File: config.mk
export PLATFORM = sky130hd
export DESIGN_NAME = apb_regfile_bridge
export DESIGN_NICKNAME = d
export VERILOG_FILES = /design/src/rtl/apb_regfile_bridge.sv
export SDC_FILE = /design/constraint.sdc
export NUM_CORES = 1
export LEC_CHECK = 0
export BUFFER_PORTS_ARGS = -buffer_cell sky130_fd_sc_hd__buf_4
export CAP_MARGIN = 20
export CORE_ASPECT_RATIO = 0.8
export CORE_MARGIN = 10
export CORE_UTILIZATION = 41
export DETAILED_ROUTE_END_ITERATION = 8
export GPL_TIMING_DRIVEN = 0
export HOLD_SLACK_MARGIN = 0.03
export PLACE_DENSITY_LB_ADDON = 0.1
export SLEW_MARGIN = 30
export SYNTH_ARGS = -nofsm -noshare
export SYNTH_HDL_FRONTEND = slang
export SYNTH_SLANG_ARGS = --single-unit
File: constraint.sdc
create_clock -name clk -period 2.7 [get_ports clk]
set_input_delay 0.135 -clock clk [delete_from_list [all_inputs] [get_ports clk]]
set_output_delay 0.135 -clock clk [all_outputs]
set_load 0.005 [all_outputs]
File: src/rtl/apb_regfile_bridge.sv
// APB3 slave front-end for a small register file: turns APB transfers into one-cycle strobes.
// Optional: define APB_REGFILE_ADDR_ERR_EN to flag out-of-range addresses with pslverr.
module apb_regfile_bridge #(
    parameter int unsigned APB_AW = 8,
    parameter int unsigned RF_AW  = 4,
    parameter int unsigned RF_DW  = 8
) (
    input  logic              clk,
    input  logic              reset,
    input  logic              psel,
    input  logic              penable,
    input  logic              pwrite,
    input  logic [APB_AW-1:0] paddr,
    input  logic [31:0]       pwdata,
    output logic [31:0]       prdata,
    output logic              pready,
    output logic              pslverr,
    output logic              rf_wr_en,
    output logic              rf_rd_en,
    output logic [RF_AW-1:0]  rf_addr,
    output logic [RF_DW-1:0]  rf_wdata,
    input  logic [RF_DW-1:0]  rf_rdata
);

    localparam logic [2:0] IDLE     = 3'd0;
    localparam logic [2:0] WR_ISSUE = 3'd1;
    localparam logic [2:0] RD_ISSUE = 3'd2;
    localparam logic [2:0] RD_CAPT  = 3'd3;
    localparam logic [2:0] DONE     = 3'd4;

    logic [2:0] state;
    logic       addr_err;
    logic       unused_bits;

`ifdef APB_REGFILE_ADDR_ERR_EN
    assign addr_err = |paddr[APB_AW-1:RF_AW+2];
`else
    // Upper address bits are ignored, so high addresses alias onto the file.
    assign addr_err = 1'b0;
`endif

    // Byte-lane bits, upper address bits and upper write data are deliberately unused.
    assign unused_bits = ^{paddr, pwdata};

    always_ff @(posedge clk) begin
        if (reset) begin
            state    <= IDLE;
            prdata   <= '0;
            pready   <= 1'b0;
            pslverr  <= 1'b0;
            rf_wr_en <= 1'b0;
            rf_rd_en <= 1'b0;
            rf_addr  <= '0;
            rf_wdata <= '0;
        end else begin
            case (state)
                IDLE: begin
                    if (psel && penable) begin
                        if (addr_err) begin
                            pready  <= 1'b1;
                            pslverr <= 1'b1;
                            if (!pwrite) begin
                                prdata <= '0;
                            end
                            state <= DONE;
                        end else begin
                            rf_addr <= paddr[RF_AW+1:2];
                            if (pwrite) begin
                                rf_wdata <= pwdata[RF_DW-1:0];
                                rf_wr_en <= 1'b1;
                                state    <= WR_ISSUE;
                            end else begin
                                rf_rd_en <= 1'b1;
                                state    <= RD_ISSUE;
                            end
                        end
                    end
                end
                WR_ISSUE: begin
                    rf_wr_en <= 1'b0;
                    pready   <= 1'b1;
                    state    <= DONE;
                end
                RD_ISSUE: begin
                    rf_rd_en <= 1'b0;
                    state    <= RD_CAPT;
                end
                RD_CAPT: begin
                    // Register file data is valid one cycle after the read strobe.
                    prdata <= 32'(rf_rdata);
                    pready <= 1'b1;
                    state  <= DONE;
                end
                DONE: begin
                    pready  <= 1'b0;
                    pslverr <= 1'b0;
                    state   <= IDLE;
                end
                default: begin
                    state <= IDLE;
                end
            endcase
        end
    end

endmodule

==> results of run 1 <==
## power breakdown
part | leakage (nW) | internal (mW) | switching, mW
logic | 0.674 | 0.0757 | 0.0523
clock network | 0.0216 | 0.100 | 0.112
registers | 0.211 | 0.396 | 0.00806
total | 0.907 | 0.572 | 0.173
## registers in the layout, summed over array words and instances (netlist names)
register / flops
state: 3
rf_addr: 4
rf_rd_en: 1
prdata: 8
rf_wdata: 8
pready: 1
rf_wr_en: 1
## layout by cell type (no fill, tap or decap), types with 2 or more instances in the layout
| cell | netlist | routed |
|---|---|---|
| buf_2 | 2 | 2 |
| conb_1 | 1 | 25 |
| buf_4 | 27 | 74 |
| clkbuf_1 | 2 | 2 |
| nand2_1 | 25 | 25 |
| nor2_1 | 11 | 11 |
| clkbuf_8 | 0 | 3 |
| mux2i_1 | 20 | 20 |
| dfxtp_1 | 26 | 26 |
## worst max path at each step
stage	slack, ns	from	to	cells past startpoint
4_1_cts	1.40	state[0]	rf_addr[0]	3
6_report	1.43	state[0]	rf_addr[0]	3
5_1_grt	1.36	state[0]	rf_addr[2]	3
3_3_place_gp	1.50	state[1]	rf_rd_en	3
2_1_floorplan	1.55	state[1]	rf_rd_en	3
3_5_place_dp	1.43	state[0]	rf_addr[0]	3
## layout make-up
cell class              instances  area [sq um]
fillers                       256          1050
inverters                       2          7.51
plain buffers                  32           224
clock buffers                   3          41.3
multi-input cells              94           547
well taps                      38          47.5
flip-flops and latches         26           520
repair buffers                 47           353
## critical path: stages, from the launching register on
cell and delay [ns]:
dfxtp_1 0.30, buf_2 0.17, nor4_4 0.48, mux2i_1 0.24
## metal layers
metal / routed length (um) / up-vias / global-route usage [%]
li1: - / 522 / -
met1: 1080 / 430 / 10.1
met2: 1430 / 42 / 17.7
met3: 459 / 5 / 7.11
met4: 32 / 0 / 3.88
met5: 0 / - / 0
## logic make-up (layout without fill, tap and decap cells)
kind of cell	Yosys count	in the layout	share of synthesized area (%)
AND/OR/NAND/NOR	43	43	16.6
other	1	25	0.310
flip-flops	26	26	43.1
multiplexers	20	20	16.6
AO/OA/AOI/OAI	6	6	4.35
buffers and inverters	34	84	19.2
==> key figures, run 1 <==
Pwr
  • Pwr/cell area: ~430 mW/mm^2
  • Final Power: about 0.74 mW
  • Peak supply drop: 0.377 mV
  • Lkg Pwr: between 0.9 and 1 nW

Finish
  • Final #Nets: 259
  • Post-Layout Cell Count: 242
  • Layout Utilization: 62.5%
  • Final Instance Area: around 0.0017 sq mm
  • Area Growth Syn to Fin: 44.0%
  • N_diodes: 0
  • Share of post-route cells with drive strength above 1: 40.2%

Logic synthesis
  • Netlist cell types: 24
  • Main synth FF type: dfxtp_1
  • Cell count after synthesis: 130
  • Synth top area share: between 40% and 50%
  • YS warnings: 0
  • Ys async rst share: 0%
  • Top cells by area, synth: dfxtp_1, buf_4, mux2i_1
  • Avg Inst Size Synth: just over 9 sq um
  • FF+latch count, synth: 26
  • Most frequent cell after synthesis: buf_4
  • Number of synthesized flops with an enable pin: 0
  • Commonest cells in the synthesized netlist: buf_4, dfxtp_1, nand2_1
  • Synth area leader: dfxtp_1
  • Synthesized cell area: roughly 0.0012 sq mm
  • Sequential element share of the synthesized area: 43.1%

Clock tree
  • CTS tree: yes
  • CTS max path bufs: 2
  • PostCTS Resize Cnt: 0
  • Post-CTS setup buffers: 0
  • Clock Latency Late Sink: about 0.27 ns
  • Worst-path clk slew: around 0.08 ns
  • Clock sink count: 26
  • CTS Hold Bufs: 0
  • Num CTS Buffers: 3
  • H-tree depth: 1
  • CTS root buf: clkbuf_8

Worst setup path
  • Worst R2R Start: state[0]
  • CP arrival: roughly 1.5 ns
  • Crit end category: flop
  • Setup crit start kind: flop
  • FF-to-FF End: rf_addr[0]
  • Critical Path Fanout Max: 9
  • Critical path type: reg2reg
  • Worst Reg-to-Reg Cells: 3
  • R2r setup slk: approximately 1.4 ns
  • Worst Path Required: approximately 2.9 ns

Global routing
  • Pin count of the biggest net entering global routing: 14
  • Vias in the first global route: ~970
  • Global route overflow: 0
  • Total GRT Usage: 10.5%
  • Wire length of the first global-routing pass: around 4600 um
  • Initial antenna violation count: 0

Drt
  • Pre-antenna DRT Iters: 4
  • Avg WL per Cell: about 12 um
  • Post-Route WL: approximately 3000 um
  • ANT nets after route: 0
  • DRC: 0
  • Routed vias: roughly 1000
  • Vias/cell: 4.13
  • DRT iter0 DRCs: 84

Floorplan
  • Core area: roughly 0.0028 sq mm
  • Row cnt: 17
  • Starting density of the core: between 40% and 50%
  • Top-level I/O count: approximately 100
  • Die width: about 81 um
  • Die ar.: approximately 0.0055 sq mm
  • DIE HEIGHT: a little under 70 um

Hold path
  • Hold Startpoint: reset
  • Hold WC Path Type: in2reg
  • Hold Path End: state[1]
  • Hold path depth: 2

Status
  • Outcome: finished clean

STA
  • Setup TNS: 0 ns
  • RSZ-0062 raised after global routing: no
  • Final Max Tran Viols: 0
  • Final setup viols: 0
  • Final setup margin: between 1 and 1.5 ns
  • Post-route minimum period: approximately 1.3 ns
  • Hold Fails Final Rpt: 0
  • Layout Skew: ~0.0056 ns
  • Peak Freq: 0.787 GHz
  • Hold slack: just over 0.07 ns
  • Period utilization: 47.1%

Place
  • Final HPWL DP: around 2500 um
  • Placed cell area: 0.00170 sq mm
  • DP Worst Slack: 1.43 ns
  • I/O Buffers: 47
  • Gpl congestion: between 0.6 and 0.7
  • Placed Instances: roughly 240

Job
  • Max-Cap Viols: 0
(Power assumes the default switching activity.)
==> run 2, diff against run 1 <==
- CORE_UTILIZATION: 41 -> 34
- clock period: 2.7 -> 1.1 ns (I/O delays scaled with it)
==> run 2 against run 1 <==
Effect of this change:
- the flow now finishes with violations (setup timing)
- fmax grew 12%
- critical path type unchanged
- flip-flop and latch count is the same
- non-clock buffer count is 8 higher
- sequential power increased by 150%
- global-route usage is 0.29 points lower
- final cell count up 5.4%
- worst hold slack got worse by 0.041 ns
==> key figures, run 2 (synthesis results as in run 1) <==
Worst setup path
  • Critical path type: reg2reg
  • Delay-heaviest family, CP: flip-flops
  • Critical Path Fanout Max: 7 (-2)
  • Delay of the slowest critical-path stage: 0.38 ns (-0.10 ns)
  • Critical path, cell by cell: nor4_4 -> buf_4 -> mux2i_1
  • Worst Reg-to-Reg Cells: 3 (unchanged)
  • Crit end category: flop
  • CP arrival: 1.33 ns (-0.14 ns)
  • R2r setup slk: -0.03 ns (-1.46 ns)
  • FF-to-FF End: rf_wdata[3]
  • Buf+Inv Stages, Crit Path: 1 (unchanged)
  • Critical path's slowest cell: dfxtp_4
  • Setup crit start kind: flop
  • Worst R2R Start: state[2]
  • Worst Path Required: 1.30 ns (-1.60 ns)

Finish
  • # fillers: 313 (+22%)
  • Leading cell type in the layout, fill and taps excluded: buf_4
  • Final #Nets: 267 (+3.1%)
  • N_diodes: 0 (unchanged)
  • Share of post-route cells with drive strength above 1: 41.3% (+1.1 points)
  • Final Instance Area: 0.00189 sq mm (+8.8%)
  • Commonest non-fill, non-tap cells in the layout: buf_4, nand2_1, conb_1, dfxtp_1, mux2i_1
  • Post-Layout Cell Count: 255 (+5.4%)
  • Top flop regs: prdata x8, rf_wdata x8, rf_addr x4
  • Layout Utilization: 55.3% (-7.2 points)
  • Area Growth Syn to Fin: 56.6%

STA
  • Final setup margin: -0.0323 ns (-1.46 ns)
  • Setup TNS: -0.212 ns (-0.212 ns)
  • Period utilization: 103% (+56 points)
  • Final setup viols: 10 (+10)
  • RSZ-0062 raised after global routing: yes
  • Hold Fails Final Rpt: 0 (unchanged)
  • Post-route minimum period: 1.13 ns (-0.138 ns)
  • Layout Skew: 0.00142 ns (-0.00422 ns)
  • Hold slack: 0.0297 ns (-0.0408 ns)
  • Final Max Tran Viols: 0 (unchanged)
  • Peak Freq: 0.883 GHz (+12%)

Clock tree
  • Worst-path clk slew: 0.08 ns (about the same)
  • Clock Latency Late Sink: 0.26 ns (about the same)
  • Num CTS Buffers: 3 (unchanged)
  • CTS max path bufs: 2 (unchanged)
  • CTS root buf: clkbuf_8
  • Clock sink count: 26 (unchanged)
  • CTS tree: yes
  • H-tree depth: 1 (unchanged)

Drt
  • DRT iter0 DRCs: 22 (-74%)
  • Pre-antenna DRT Iters: 4 (unchanged)
  • Routed vias: 1048 (+4.9%)
  • Vias/cell: 4.11 (-0.44%)
  • Metal1 wirelength: 1200 um (+11%)
  • WL met3: 465 um (+1.3%)
  • Met2 WL: 1580 um (+10%)
  • Top Layer Used: met4
  • Post-Route WL: 3250 um (+8.4%)
  • DRC: 0 (unchanged)
  • Avg WL per Cell: 12.7 um (+2.9%)
  • ANT nets after route: 0 (unchanged)

Floorplan
  • Die width: 86.7 um (+7.4%)
  • DIE HEIGHT: 73.3 um (+7.0%)
  • Die ar.: 0.00635 sq mm (+15%)
  • Top-level I/O count: 101 (unchanged)
  • Core area: 0.00342 sq mm (+23%)
  • Starting density of the core: 35.3% (-8.1 points)
  • Row cnt: 19 (+2)

Global routing
  • Total GRT Usage: 10.2% (-0.29 points)
  • Initial antenna violation count: 0 (unchanged)
  • Global route overflow: 0 (unchanged)
  • Wire length of the first global-routing pass: 5260 um (+15%)
  • Pin count of the biggest net entering global routing: 16 (+2)
  • Vias in the first global route: 1086 (+12%)

Place
  • DP Worst Slack: -0.159 ns (-1.58 ns)
  • Gpl congestion: 0.698 (+6.0%)
  • Final HPWL DP: 2590 um (+3.2%)
  • I/O Buffers: 47 (unchanged)
  • Placed cell area: 0.00172 sq mm (+0.96%)
  • Placed Instances: 243 (+1.7%)

Pwr
  • Sw Share: 20.9% (-2.3 points)
  • Lkg Pwr: 0.956 nW (+5.4%)
  • Net switching power: 0.440 mW (+160%)
  • Sequential power share: 47.4% (-6.9 points)
  • Clock share of power: 36.3% (+7.8 points)
  • Internal: 1.67 mW (+190%)
  • Peak supply drop: 0.974 mV (+160%)
  • Final Power: 2.11 mW (+180%)
  • Pwr/cell area: 1110 mW/mm^2 (+160%)
  • Combinational share of power: 16.2% (-1.0 points)

Hold path
  • Hold path depth: 3 (+1)
  • Hold Path End: prdata[3]
  • Hold Startpoint: rf_rdata[3]
  • Hold WC Path Type: in2reg

Job
  • Max-Cap Viols: 0 (unchanged)

Status
  • Outcome: finished with violations
  • Failing checks: setup timing
==> run 2: tightest hold or removal path, delay by kind of cell <==
| kind | cells | cell delay [ns] |
|---|---|---|
| buffers and inverters | 1 | 0.08 |
| AND/OR/NAND/NOR | 1 | 0.08 |
| multiplexers | 1 | 0.05 |
==> run 2: per-layer routing <==
| metal | GRT usage (%) | vias up |
|---|---|---|
| met1 | 10.2 | 458 |
| li1 | - | 544 |
| met5 | 0 | - |
| met2 | 17.1 | 44 |
| met3 | 7.73 | 2 |
| met4 | 1.08 | 0 |
==> run 2: power groups by stage <==
| stage | Clock, mW | Sequential, mW | Combinational, mW |
|---|---|---|---|
| final | 0.766 | 0.999 | 0.342 |
| after global routing | 0.841 | 1.00 | 0.381 |
| after CTS | 0.797 | 1.00 | 0.333 |
| after detailed placement | 0 | 1.02 | 0.315 |
| after global placement | 0 | 1.01 | 0.311 |
| after floorplan | 0 | 1.02 | 0.182 |
==> run 2: how the worst max path moves through the flow <==
| stage | from | to | slack, ns | depth (start not counted) |
|---|---|---|---|---|
| 2_1_floorplan | state[2] | rf_addr[0] | -0.002 | 3 |
| 3_3_place_gp | state[2] | rf_addr[2] | -0.09 | 3 |
| 3_5_place_dp | state[2] | rf_addr[0] | -0.16 | 3 |
| 4_1_cts | state[2] | rf_wdata[3] | -0.05 | 3 |
| 5_1_grt | state[2] | rf_wdata[1] | -0.12 | 3 |
| 6_report | state[2] | rf_wdata[3] | -0.03 | 3 |
==> run 2: repair_timing <==
| action | in CTS | in global routing |
|---|---|---|
| resized for setup | 11 | 2 |
| pin swaps | 2 | 1 |
| endpoints found under the hold margin | 7 | 1 |
| cloned | 1 | 0 |
| hold buffers | 6 | 1 |
| endpoints found under the setup margin | 22 | 22 |
| setup buffers | 2 | 0 |
==> run 2: area by class of cell <==
| class | count | area, sq um | share of cell area (%) |
|---|---|---|---|
| Multi-Input combinational cell | 94 | 559 | 29.5 |
| Sequential cell | 26 | 532 | 28.1 |
| Timing Repair Buffer | 57 | 449 | 23.7 |
| Buffer | 30 | 221 | 11.7 |
| Tap cell | 42 | 52.6 | 2.78 |
| Clock buffer | 3 | 41.3 | 2.18 |
| Clock inverter | 1 | 30.0 | 1.59 |
| Inverter | 2 | 7.51 | 0.397 |
